<file path="config.mk">
export PLATFORM = sky130hd
export DESIGN_NAME = uart_rx
export DESIGN_NICKNAME = d
export VERILOG_FILES = /design/src/rtl/uart_rx.sv
export SDC_FILE = /design/constraint.sdc
export NUM_CORES = 1
export LEC_CHECK = 0
export ABC_AREA = 1
export BUFFER_PORTS_ARGS = -buffer_cell sky130_fd_sc_hd__buf_4
export CAP_MARGIN = 15
export CORE_UTILIZATION = 60
export CTS_CLUSTER_DIAMETER = 30
export DETAILED_ROUTE_END_ITERATION = 10
export PLACE_DENSITY = 0.79
export SETUP_SLACK_MARGIN = 0.5
export SYNTH_ARGS = -nofsm -noshare
export SYNTH_HDL_FRONTEND = slang
export SYNTH_SLANG_ARGS = --single-unit
export TNS_END_PERCENT = 10
</file>
<file path="constraint.sdc">
create_clock -name clk -period 3.3 [get_ports clk]
set_input_delay 0.165 -clock clk [delete_from_list [all_inputs] [get_ports clk]]
set_output_delay 0.165 -clock clk [all_outputs]
set_load 0.005 [all_outputs]
</file>
<file path="src/rtl/uart_rx.sv">
// UART receive stage: 2-flop synchronizer, mid-bit sampling FSM,
// framing checks and a first-word-fall-through receive FIFO.
module uart_rx #(
  parameter int CLKS_PER_BIT = 16,
  parameter int FIFO_DEPTH   = 4
) (
  input  logic       clk,
  input  logic       reset,
  input  logic       pin,
  output logic [7:0] rx_data,
  output logic       rx_valid,
  input  logic       rx_ready,
  output logic       frame_err,
  output logic       overrun,
  input  logic       err_clear,
  output logic       busy
);

  localparam int CW = $clog2(CLKS_PER_BIT);
  localparam int AW = $clog2(FIFO_DEPTH);
  localparam logic [CW-1:0] CNT_H = CW'(CLKS_PER_BIT / 2 - 1);
  localparam logic [CW-1:0] CNT_C = CW'(CLKS_PER_BIT - 1);

  typedef enum logic [2:0] {
    IDLE, START, DATA, STOP, BRK
  } state_t;

  state_t        state;
  logic [CW-1:0] cnt;
  logic [2:0]    bit_idx;
  logic [7:0]    shreg;
  logic          sync1, line;

  logic [7:0]    mem [FIFO_DEPTH];
  logic [AW:0]   wr_ptr, rd_ptr;
  logic          full, empty, pop, push;
  logic          stop_edge, stop_ok, ovr_set, frm_set;

  always_ff @(posedge clk) begin
    if (reset) begin
      sync1 <= 1'b1;
      line  <= 1'b1;
    end else begin
      sync1 <= pin;
      line  <= sync1;
    end
  end

  assign empty = (wr_ptr == rd_ptr);
  assign full  = (wr_ptr[AW] != rd_ptr[AW]) &&
                 (wr_ptr[AW-1:0] == rd_ptr[AW-1:0]);
  assign rx_valid = !empty;
  assign rx_data  = mem[rd_ptr[AW-1:0]];
  assign busy     = (state != IDLE);

  assign pop       = rx_valid && rx_ready;
  assign stop_edge = (state == STOP) && (cnt == CNT_C);
  assign stop_ok   = stop_edge && line;
  assign push      = stop_ok && (!full || pop);
  assign ovr_set   = stop_ok && full && !pop;
  assign frm_set   = stop_edge && !line;

  always_ff @(posedge clk) begin
    if (reset) begin
      state   <= IDLE;
      cnt     <= '0;
      bit_idx <= '0;
      shreg   <= '0;
    end else begin
      unique case (state)
        IDLE: begin
          if (!line) begin
            state <= START;
            cnt   <= '0;
          end
        end
        START: begin
          if (cnt == CNT_H) begin
            cnt     <= '0;
            bit_idx <= '0;
            state   <= line ? IDLE : DATA;
          end else begin
            cnt <= cnt + 1'b1;
          end
        end
        DATA: begin
          if (cnt == CNT_C) begin
            shreg   <= {line, shreg[7:1]};
            cnt     <= '0;
            bit_idx <= bit_idx + 1'b1;
            if (bit_idx == 3'd7) state <= STOP;
          end else begin
            cnt <= cnt + 1'b1;
          end
        end
        STOP: begin
          if (cnt == CNT_C) begin
            cnt   <= '0;
            state <= line ? IDLE : BRK;
          end else begin
            cnt <= cnt + 1'b1;
          end
        end
        BRK: begin
          // hold off until the line is released
          if (line) state <= IDLE;
        end
        default: state <= IDLE;
      endcase
    end
  end

  always_ff @(posedge clk) begin
    if (push) mem[wr_ptr[AW-1:0]] <= shreg;
  end

  always_ff @(posedge clk) begin
    if (reset) begin
      wr_ptr    <= '0;
      rd_ptr    <= '0;
      frame_err <= 1'b0;
      overrun   <= 1'b0;
    end else begin
      if (push) wr_ptr <= wr_ptr + 1'b1;
      if (pop)  rd_ptr <= rd_ptr + 1'b1;
      // a set in the same cycle as a clear keeps the flag
      frame_err <= frm_set || (frame_err && !err_clear);
      overrun   <= ovr_set || (overrun && !err_clear);
    end
  end

endmodule
</file>
== Word-level counts from Yosys, hierarchy flattened ==
Memories as Yosys holds them, arrays and structs flattened. A register that Yosys moved wholly into a read port is not among the register bits.
Cells that the tools add are included.
Storage, ports and cells
  flip-flop bits (word level): 28
  RAM bits: 32
  input bits: 5
  word-level logic and storage cells: 78
  memories: 1
Cells by class
  $add $sub $neg: 4
  eq/ne operators: 16
  multiplexer cells: 20
  reduce and logical (&&, ||, !) cells: 27
Memory list
  mem: words 4, bits a word 8, read ports 1, clocked after Yosys merged registers in 1, wr ports 1, RTL line 34  | logic [7:0] mem [FIFO_DEPTH];
Operators by type and width (number)
  $mux 3: 9
  $pmux 3 s5: 1
  $mux 4: 3
  $pmux 4 s3: 1
  $logic_and 1x1->1: 10
  $ne 2x2->1 const B: 5
  $add 3x1->3 const B: 3
  $eq 3x2->1 const B: 2
  $eq 3x3->1 const B: 2
  $mux 2: 3
  $pmux 3 s2: 1
  $reduce_and 6->1: 1
  $reduce_bool 3->1: 2
  $logic_not 1->1: 5
  $add 4x1->4 const B: 1
  $eq 4x3->1 const B: 1
  $eq 4x4->1 const B: 1
  $reduce_and 2->1: 2
  $eq 3x1->1 const B: 1
  $eq 3x3->1: 1
  $logic_not 3->1: 1
  $logic_or 1x1->1: 3
  $reduce_and 3->1: 1
  $eq 2x2->1: 1
  other kinds (5): 6

== Depth between registers and ports, before layout ==
Gate-level depths: netlist (run 1).
  depth in word-level cells: 7
  depth in mapped cells: 9
  mapped depth without buffers: 9

== Least setup slack after synthesis (run 1) ==
Ideal clock, no wire load.
  path type: register to register
  start: reg cnt[0]
  end: mem mem[0][0], enable pin
  library setup time: 371 ps
  arrival time: 1434 ps
  slack: 1496 ps
  cell stages (with the launch flop): 8
  path buffers: 0
  period minus slack after synthesis: 1804 ps
  cells stage by stage: dfxtp_1 -> ha_1 -> nand3_1 -> inv_1 -> nand2_1 -> nor2_4 -> nand2_2 -> nor2_1
On the way
  longest elaborated chain between the ends: 6
Ends and longest elaborated chain
  from (decl): RTL line 29  | logic [CW-1:0] cnt;
  from (signal assigned): RTL line 83  | cnt <= cnt + 1'b1;
  from (signal assigned): RTL line 93  | cnt <= cnt + 1'b1;
  from (signal assigned): RTL line 101  | cnt <= cnt + 1'b1;
  $eq 4x4->1: RTL line 57  | assign stop_edge = (state == STOP) && (cnt == CNT_C);
  $logic_and 1x1->1: RTL line 57
  $logic_and 1x1->1: RTL line 58  | assign stop_ok = stop_edge && line;
  $logic_and 1x1->1: RTL line 59  | assign push = stop_ok && (!full || pop);
  $mux 1: RTL line 114  | if (push) mem[wr_ptr[AW-1:0]] <= shreg;
  $mux 1 (not written as such): RTL line 114
  to (decl): RTL line 34
Every way passes these cells.

== Final worst setup path (run 1) ==
  start: reg cnt[0]
  end: mem mem[0][5], enable pin
The elaborated chain is that of the path after synthesis.

==> results of run 1 <==
[cell families after synthesis]
kind of cell / Yosys count
AND/OR/NAND/NOR: 120
flip-flops: 62
AO/OA/AOI/OAI: 54
buffers and inverters: 32
adder cells (fa/ha/maj): 8
XOR/XNOR: 3
[final timing paths]
path	startpoint	to	slack, ns	cells after the start
setup reg to reg	cnt[0]	mem[0][5]	1.18	7
hold reg to reg	sync1	line	0.41	1
hold / removal	pin	sync1	0.02	2
setup / recovery	cnt[0]	mem[0][5]	1.18	7
[sequential cells by signal, summed over array words and instances, names as in the netlist, named ones only]
register,count
bit_idx,3
shreg,8
frame_err,1
line,1
wr_ptr,3
cnt,4
state,3
mem,32
rd_ptr,3
overrun,1
sync1,1
[final cells by class]
cell class / instances / area (um^2)
sequential: 62 / 1562
fill: 320 / 1077
multi-input combinational: 185 / 957.2
clock buffer: 12 / 135.1
timing repair buffer: 16 / 120.1
inverter: 28 / 106.4
clock inverter: 4 / 95.09
tap: 50 / 62.56
[synth_stat cells, drive strengths merged]
cell type | number | area (um^2)
nor2 | 56 | 242.7
nand2 | 48 | 195.2
edfxtp | 32 | 960.9
dfxtp | 30 | 600.6
o21ai | 28 | 143.9
inv | 26 | 97.59
a21oi | 15 | 82.58
nand3 | 13 | 77.58
ha | 8 | 100.1
o22ai | 8 | 50.05
clkbuf | 3 | 11.26
clkinv | 2 | 8.750
o21bai | 2 | 15.01
or2 | 2 | 12.51
xor2 | 2 | 17.52
a31oi | 1 | 6.260
buf | 1 | 3.750
nor3 | 1 | 5.000
xnor2 | 1 | 8.760
[power by group]
part / internal, mW / switching (mW)
registers: 0.817 / 0.0129
logic: 0.0427 / 0.0666
clock network: 0.502 / 0.275
total: 1.36 / 0.354
[per-layer routing]
| layer | GRT usage (%) | routed length, um | vias up |
|---|---|---|---|
| met4 | 11.46 | 79 | 0 |
| met1 | 28.51 | 2265 | 886 |
| met3 | 7.000 | 197 | 8 |
| met5 | 0 | 0 | - |
| li1 | - | - | 971 |
| met2 | 43.14 | 2631 | 47 |
[critical path, delay by kind of cell (launching register included)]
| family | cells | cell delay [ns] |
|---|---|---|
| DFF | 1 | 0.36 |
| and+or+nand+nor | 5 | 1.04 |
| buffers and inverters | 1 | 0.15 |
| adders and majority gates | 1 | 0.21 |
==> impl_metrics.toml, run 1 <==
[synth]
synth_warnings = 0
adder_and_majority_cell_fraction_of_the_synthesized_area_pct = 3.791
synth_seq_area_share_pct = 59.15
synth.area.mux_share_pct = 0
syn-instance-count = 279
synth_register_bits = 62
post_synth_xor_area_fraction_pct = 0.9953
synth_nets = 292
post_synth_num_cell_types = 29
synth_area_in_compound_gates_pct = 11.28
synthSimpleGateAreaFrac_pct = 20.19
mappedNetlistArea_um2 = 2640
syn_avg_cell_area_um2 = 9.462
synth_top_family_by_area = "simple AND/OR/NAND/NOR gates"

[critical_path]
critPathCaptureType = "flop"
critical_path.max_stage_delay_ns = 0.54
path_type_of_the_worst_setup_path = "reg2reg"
cp_max_fo = 8
crit_arrival_ns = 2.08
cell_by_cell_trace_of_the_critical_path = "ha_1 > nand3_1 > inv_1 > nand2_1 > nor2_4 > nand2_2 > nor2_1"
critPathLaunchType = "flop"
worst_path_max_delay_cell = "sky130_fd_sc_hd__nor2_1"
timing.critical_path.required_ns = 3.26

[floorplan]
fp.dieArea_um2 = 4669
floorplan.core_area_um2 = 4115
initial_utilization_pct = 64.15
row_count = 23
number_of_placed_i_o_pins = 17
die-height_um = 68.33
die_w_um = 68.33

[clock_tree]
cts_hold_repair.buffers = 0
tritoncts = "built"
clk_pin_slew_worst_paths_ns = 0.06
cts-root-buf = "sky130_fd_sc_hd__clkbuf_8"
cts.sink_count = 62
h-tree-depth = 3
clock_path_buffers = 2
worstSkewPairLatency_ns = 0.33
cts_setup_buffers = 0
post_cts_resized = 0
cts_buffers = 9

[sta]
report.final.slew_viol_count = 0
final.hold.worst_slack_ns = 0.01995
fin_setup_tns_ns = 0
finalCriticalPeriod_ns = 2.118
finalHoldViolCount = 0
setup_clock_skew_after_layout_ns = 0.004865
worst_slack_ns = 1.182
maximum_frequency_from_static_timing_analysis_ghz = 0.4722
setup_viol_count_final = 0
slew_headroom_pct = 56.33
worst-slew-pin-transition_ns = 0.6526
fin_crit_sh_pct = 64.17
rsz0062_at_grt = "no"

[grt]
vias_in_the_first_global_route = 1753
grt.total_usage_pct = 25.02
grt_start_max_net_pins = 20
number_of_antenna_violations_at_the_first_check_in_global_routing = 0
grt_overflow_total = 0
wire_length_of_the_first_global_routing_pass_um = 8024

[cells_and_area]
mostFrequentLayoutCell = "sky130_fd_sc_hd__nor2_1"
layoutNonFillerInstCount = 357
final_util_pct = 73.82
num_antenna_cells = 0
num-nets-final = 315
final_layout_size_suffix_gt1_share_pct = 15.64
finalInstanceArea_um2 = 3038
mostFrequentLayoutCells = "sky130_fd_sc_hd__nor2_1, sky130_fd_sc_hd__nand2_1, sky130_fd_sc_hd__edfxtp_1, sky130_fd_sc_hd__dfxtp_1, sky130_fd_sc_hd__o21ai_0"
syn_to_final_growth_pct = 15.07

[detailed_routing]
drt-wirelength-per-cell_um = 14.49
wl_um = 5173
route.detailed.drc = 0
total_number_of_vias = 1912
drt_first_pass_iters = 4
drt-initial-drc-count = 166
route.detailed.vias_per_inst = 5.356
detail-route-antenna-nets = 0

[place]
placement.cell_area_um2 = 2808
gpl.final_weighted_congestion = 0.7958
pre_cts_slack_ns = 1.188
dp_hpwl_um = 3678
port-buffer-count = 16
place_inst = 341

[power_and_ir_drop]
power.static_leakage_nw = 1.274
power_mw = 1.715
power-per-cell-area_nw_per_um2 = 564.6
irDropWorstVdd_mv = 0.3699

[job]
cap_violations = 0

[status]
run_status = "finished, final reports clean"

[hold_path]
hold_path.class = "in2reg"
(Power assumes the default switching activity.)
==> inputs of run 2 (changes only) <==
CORE_UTILIZATION = 53   (was 60)
PLACE_DENSITY = 0.74   (was 0.79)
clock period = 1.85 ns   (was 3.3 ns; I/O delays follow)
==> run 2 against run 1 <==
Effect of this change: die area rose by 13%; sequential power rose by 78%; clock power rose by 83%; sequential share of layout area fell by 2.7 points; sequential cell count did not move; critical path type unchanged; critical endpoint is now mem[3][4].
==> impl_metrics.toml, run 2 (synthesized netlist as in run 1, its figures left out) <==
[critical_path]
critPathCaptureType = "flop"
worst-r2r-cell-count = 7
critical_path.max_stage_delay_ns = 0.35
depth_of_the_critical_timing_path_with_buffers_and_inverters_included = 7
cp_max_fo = 8
top_family_by_delay_on_critical_path = "simple AND/OR/NAND/NOR gates"
path_type_of_the_worst_setup_path = "reg2reg"
timing.critical_path.required_ns = 1.87
cell_by_cell_trace_of_the_critical_path = "ha_4 > nand3_2 > inv_2 > nand2_2 > nor2_4 > nand2_4 > nor2_4"
crit_arrival_ns = 1.50
critical-path-top-cell-by-count = "sky130_fd_sc_hd__nor2_4"
worst_path_max_delay_cell = "sky130_fd_sc_hd__dfxtp_2"
critPathLaunchType = "flop"
worst-path-buf-inv = 1

[power_and_ir_drop]
power.clock.fraction_pct = 45.6
p_int_mw = 2.473
power-per-cell-area_nw_per_um2 = 962.2
pwr-share-comb_pct = 6.8
power.static_leakage_nw = 1.335
irDropWorstVdd_mv = 0.7425
switching_power_mw = 0.6419
sequentialPowerShare_pct = 47.5
power.share.switching_pct = 20.61

[hold_path]
min_path_cells = 4
hold_path.class = "in2reg"

[clock_tree]
tritoncts = "built"
worstSkewPairLatency_ns = 0.33
cts.sink_count = 62
cts-root-buf = "sky130_fd_sc_hd__clkbuf_8"
clk_pin_slew_worst_paths_ns = 0.07
clock_path_buffers = 2
cts_buffers = 9
h-tree-depth = 3

[detailed_routing]
route.detailed.drc = 0
wl_um = 5225
route.detailed.vias_per_inst = 5.063
total_number_of_vias = 1944
drt-initial-drc-count = 86
drt_first_pass_iters = 4
drt-wirelength-per-cell_um = 13.61
detail-route-antenna-nets = 0

[sta]
finalHoldViolCount = 0
fin_crit_sh_pct = 80.31
fin_setup_tns_ns = 0
final.hold.worst_slack_ns = 0.01844
setup_viol_count_final = 0
report.final.slew_viol_count = 0
worst_slack_ns = 0.3642
maximum_frequency_from_static_timing_analysis_ghz = 0.6731
slew_headroom_pct = 79.07
finalCriticalPeriod_ns = 1.486
setup_clock_skew_after_layout_ns = 0.007916
rsz0062_at_grt = "yes"
worst-slew-pin-transition_ns = 0.3135

[cells_and_area]
mostFrequentLayoutCell = "sky130_fd_sc_hd__nor2_1"
num_antenna_cells = 0
mostFrequentLayoutCells = "sky130_fd_sc_hd__nor2_1, sky130_fd_sc_hd__nand2_1, sky130_fd_sc_hd__edfxtp_1, sky130_fd_sc_hd__o21ai_0, sky130_fd_sc_hd__buf_4"
final_layout_size_suffix_gt1_share_pct = 24.29
largest_register_ffs = 32
syn_to_final_growth_pct = 22.61
num-nets-final = 325

[grt]
grt.total_usage_pct = 22.27
grt_start_max_net_pins = 20
vias_in_the_first_global_route = 1814
grt_overflow_total = 0
wire_length_of_the_first_global_routing_pass_um = 8500
number_of_antenna_violations_at_the_first_check_in_global_routing = 0

[place]
gpl.final_weighted_congestion = 0.8805
dp_hpwl_um = 3446
pre_cts_slack_ns = 0.2070
port-buffer-count = 16

[status]
run_status = "finished, final reports clean"

[floorplan]
number_of_placed_i_o_pins = 17
initial_utilization_pct = 55.53
die-height_um = 72.58
floorplan.core_area_um2 = 4755
die_w_um = 72.58
row_count = 25
fp.dieArea_um2 = 5267

[job]
cap_violations = 0
run 2: cell types whose count changed in the layout (fill, tap and decap cells not counted), moves of 3 or more:
cell	previous run	this run
sky130_fd_sc_hd__dfxtp_1	30	22
sky130_fd_sc_hd__buf_4	16	23
sky130_fd_sc_hd__inv_1	25	22
sky130_fd_sc_hd__dfxtp_2	0	6
sky130_fd_sc_hd__nor2_4	3	8
sky130_fd_sc_hd__o21ai_1	1	4
sky130_fd_sc_hd__nor2_1	49	45
sky130_fd_sc_hd__o21ai_0	26	23
run 2: layout make-up:
class | instances | area (um^2)
clock inverters | 4 | 95.09
repair buffers | 25 | 197.7
clock buffers | 12 | 145.1
multi-input cells | 185 | 1020
fillers | 373 | 1518
inverters | 28 | 111.4
well taps | 67 | 83.83
repair inverters | 1 | 7.507
flip-flops and latches | 62 | 1577
run 2: tightest hold or removal path, stage by stage:
cell and delay, ns:
sky130_fd_sc_hd__buf_4 0.07, sky130_fd_sc_hd__inv_1 0.03, sky130_fd_sc_hd__nand2_1 0.05, sky130_fd_sc_hd__a21oi_1 0.05
run 2: power by group through the flow:
| stage | sequential, mW | combinational [mW] | clock, mW |
|---|---|---|---|
| floorplan | 1.51 | 0.157 | 0 |
| global route | 1.48 | 0.246 | 1.50 |
| detailed placement | 1.51 | 0.198 | 0 |
| finish | 1.48 | 0.213 | 1.42 |
| CTS | 1.48 | 0.213 | 1.45 |
| global placement | 1.51 | 0.196 | 0 |
run 2: repair_timing:
item                                   CTS  global route
pin swaps                                6             3
buffers inserted                         7             0
endpoints found under the hold margin    1             0
gates resized for setup                  9            10
setup endpoints to repair               48            64
hold buffers                             1             0
cloned                                   1             0
run 2: layer usage:
metal	track usage (%)	up-vias	routed length (um)	part of all wire [%]
li1	-	995	-	-
met1	26.37	892	2272	43
met5	0	-	0	0
met3	6.215	13	211	4.0
met4	11.33	0	144	2.8
met2	37.18	44	2596	50
run 2: worst paths after layout:
| kind | from | end | slack, ns |
|---|---|---|---|
| worst max-delay path | cnt[0] | mem[3][4] | 0.36 |
| worst min-delay path | err_clear | overrun | 0.02 |
| worst max register to register | cnt[0] | mem[3][4] | 0.36 |
| worst min register to register | sync1 | line | 0.41 |
run 2: metrics by stage:
step                      instances  total power, mW  instance area, um^2  util, %
after detailed placement        359            1.710                 2894    60.87
after global placement          359            1.706                 2894    60.87
final                           384            3.115                 3237    68.08
after floorplan                 279            1.665                 2698        -
after CTS                       384            3.142                 3219    67.71
after global routing            384            3.231                 3237    68.08
==> inputs of run 3 (changes only) <==
ABC_AREA = 0   (was 1)
CORE_UTILIZATION = 59   (was 53)
PLACE_DENSITY = 0.78   (was 0.74)
clock period = 1.4 ns   (was 1.85 ns; I/O delays follow)
==> run 3 against run 2 <==
Effect of this change: the flow now finishes with violations (negative setup slack); critical path type is now reg2out; area after synthesis increased by 0.28%; sequential share of layout area decreased by 3.6 points; highest routed layer unchanged; clock power increased by 46%.
==> impl_metrics.toml, run 3 <==
[grt]
grt.total_usage_pct = 26.14
grt_start_max_net_pins = 33
number_of_antenna_violations_at_the_first_check_in_global_routing = 0
wire_length_of_the_first_global_routing_pass_um = 8445
vias_in_the_first_global_route = 1704
grt_overflow_total = 0

[detailed_routing]
wl_um = 5340
detail-route-antenna-nets = 0
drt-initial-drc-count = 89
drt-wirelength-per-cell_um = 17.92
route.detailed.vias_per_inst = 5.557
drt_first_pass_iters = 4
total_number_of_vias = 1656
route.detailed.drc = 0

[sta]
maximum_frequency_from_static_timing_analysis_ghz = 0.6302
fin_crit_sh_pct = 113.3
setup_viol_count_final = 51
rsz0062_at_grt = "yes"
worst_slack_ns = -0.1869
finalCriticalPeriod_ns = 1.587
report.final.slew_viol_count = 0
setup_clock_skew_after_layout_ns = 0.007442
final.hold.worst_slack_ns = 0.09009
finalHoldViolCount = 0
worst-slew-pin-transition_ns = 0.3387
slew_headroom_pct = 77.39

[synth]
post-synth-top-area-fraction_pct = 36.29
mappedNetlistArea_um2 = 2648
syn_avg_cell_area_um2 = 13.58
synth.area.top_cells = "sky130_fd_sc_hd__edfxtp_1, sky130_fd_sc_hd__dfxtp_1, sky130_fd_sc_hd__mux4_2"
synth_area_leader_cell = "sky130_fd_sc_hd__edfxtp_1"
post_synth_num_cell_types = 45
synth_nets = 208
yosys.cell_count.top_type = "sky130_fd_sc_hd__edfxtp_1"
postSynth.asyncResetShare_pct = 0
synth_seq_area_share_pct = 58.98
synth_common_cells = "sky130_fd_sc_hd__edfxtp_1, sky130_fd_sc_hd__dfxtp_1, sky130_fd_sc_hd__nor2_1, sky130_fd_sc_hd__mux2i_1"
synth_warnings = 0
synth_flop_cell = "sky130_fd_sc_hd__edfxtp_1"
synth_edf_count = 32
synth_register_bits = 62
syn-instance-count = 195

[status]
violations = "negative setup slack"
run_status = "complete, but fails checks"

[cells_and_area]
mostFrequentLayoutCells = "sky130_fd_sc_hd__edfxtp_1, sky130_fd_sc_hd__buf_4, sky130_fd_sc_hd__nor2_1, sky130_fd_sc_hd__dfxtp_1, sky130_fd_sc_hd__buf_6"
largest_register_ffs = 32
final_util_pct = 84.54
syn_to_final_growth_pct = 32.33
num-nets-final = 256
num_antenna_cells = 0
mostFrequentLayoutCell = "sky130_fd_sc_hd__edfxtp_1"
layoutNonFillerInstCount = 298
final_layout_size_suffix_gt1_share_pct = 44.76
layout.filler_cells = 212

[floorplan]
initial_utilization_pct = 63.89
floorplan.core_area_um2 = 4144
fp.dieArea_um2 = 4759
row_count = 23
die_w_um = 68.99
number_of_placed_i_o_pins = 17
die-height_um = 68.99

[critical_path]
critical_path.startpoint = "rd_ptr[0]"
cp_max_fo = 2
crit_arrival_ns = 1.52
path_type_of_the_worst_setup_path = "reg2out"
worst_r2r_startpoint = "wr_ptr[1]"
timing.critical_path.required_ns = 1.33
critPathCaptureType = "primary output"
critPathLaunchType = "flop"

[power_and_ir_drop]
power.static_leakage_nw = 1.323
irDropWorstVdd_mv = 0.8752
power-per-cell-area_nw_per_um2 = 1149

[clock_tree]
cts-root-buf = "sky130_fd_sc_hd__clkbuf_8"
tritoncts = "built"
clock_path_buffers = 2
h-tree-depth = 3
worstSkewPairLatency_ns = 0.34
cts_buffers = 9
cts.sink_count = 62
clk_pin_slew_worst_paths_ns = 0.07

[place]
place_inst = 278
gpl.final_weighted_congestion = 0.7719
port-buffer-count = 16
dp_hpwl_um = 3505

[job]
cap_violations = 0

[hold_path]
hold_path.class = "in2reg"
min-delay-start = "err_clear"
## run 3: where the power goes
part,switching (mW),internal (mW)
combinational,0.0356,0.0279
sequential,0.00350,1.89
clock,0.704,1.36
total,0.743,3.28
## run 3: metrics by stage
stage                     setup TNS [ns]  worst slack (ns)  instance area [um^2]  total power [mW]
after floorplan                   -4.135           -0.1843                  2705             1.971
final                             -6.640           -0.1869                  3503             4.026
after global placement            -3.672           -0.1254                  3065             1.991
after CTS                         -6.406           -0.1635                  3476             4.027
after global routing              -10.16           -0.2286                  3503             4.108
after detailed placement          -5.837           -0.1795                  3065             1.993
## run 3: kinds of logic (layout without fill, tap and decap cells)
| logic type | after synthesis | count (layout) | synth area share (%) |
|---|---|---|---|
| DFF | 62 | 62 | 58.98 |
| xor gates and xnor gates | 5 | 5 | 2.221 |
| muxes | 23 | 23 | 12.85 |
| AOI/OAI and AO/OA | 17 | 17 | 5.294 |
| and+or+nand+nor | 65 | 65 | 14.13 |
| buffers and inverters | 15 | 68 | 2.741 |
| adders and majority gates | 8 | 8 | 3.781 |
## run 3: final cells by class
cell class | instances | area [um^2] | area share (%)
sequential | 62 | 1579 | 45.07
timing repair buffer | 48 | 460.4 | 13.14
tap | 50 | 62.56 | 1.786
multi-input combinational | 118 | 1125 | 32.11
clock inverter | 6 | 133.9 | 3.821
clock buffer | 10 | 127.6 | 3.643
inverter | 4 | 15.01 | 0.4286
## run 3: worst paths after layout
kind                    end  slack (ns)  depth (start not counted)
setup / recovery   rx_valid       -0.19                          4
hold / removal    frame_err        0.09                          4
setup reg to reg  wr_ptr[2]       -0.16                          6
hold reg to reg        line        0.42                          1
## run 3: metal layers
metal  wire (um)  track usage, %
met3         170           5.592
met4          60           12.76
met5           0               0
met1        2380           31.77
met2        2728           43.81
## run 3: worst max-delay path, cell delays in order, from the launching register on
cell                      delay [ns]
sky130_fd_sc_hd__dfxtp_2        0.35
sky130_fd_sc_hd__xor2_2         0.20
sky130_fd_sc_hd__buf_4          0.15
sky130_fd_sc_hd__or3_4          0.36
sky130_fd_sc_hd__buf_6          0.12
## run 3: repair_timing
item,in CTS,in global routing
buffers inserted,3,0
hold buffers,1,0
resized for setup,32,8
pin swaps,15,9
setup endpoints to repair,70,70
gates cloned,0,0
hold endpoints to repair,1,0
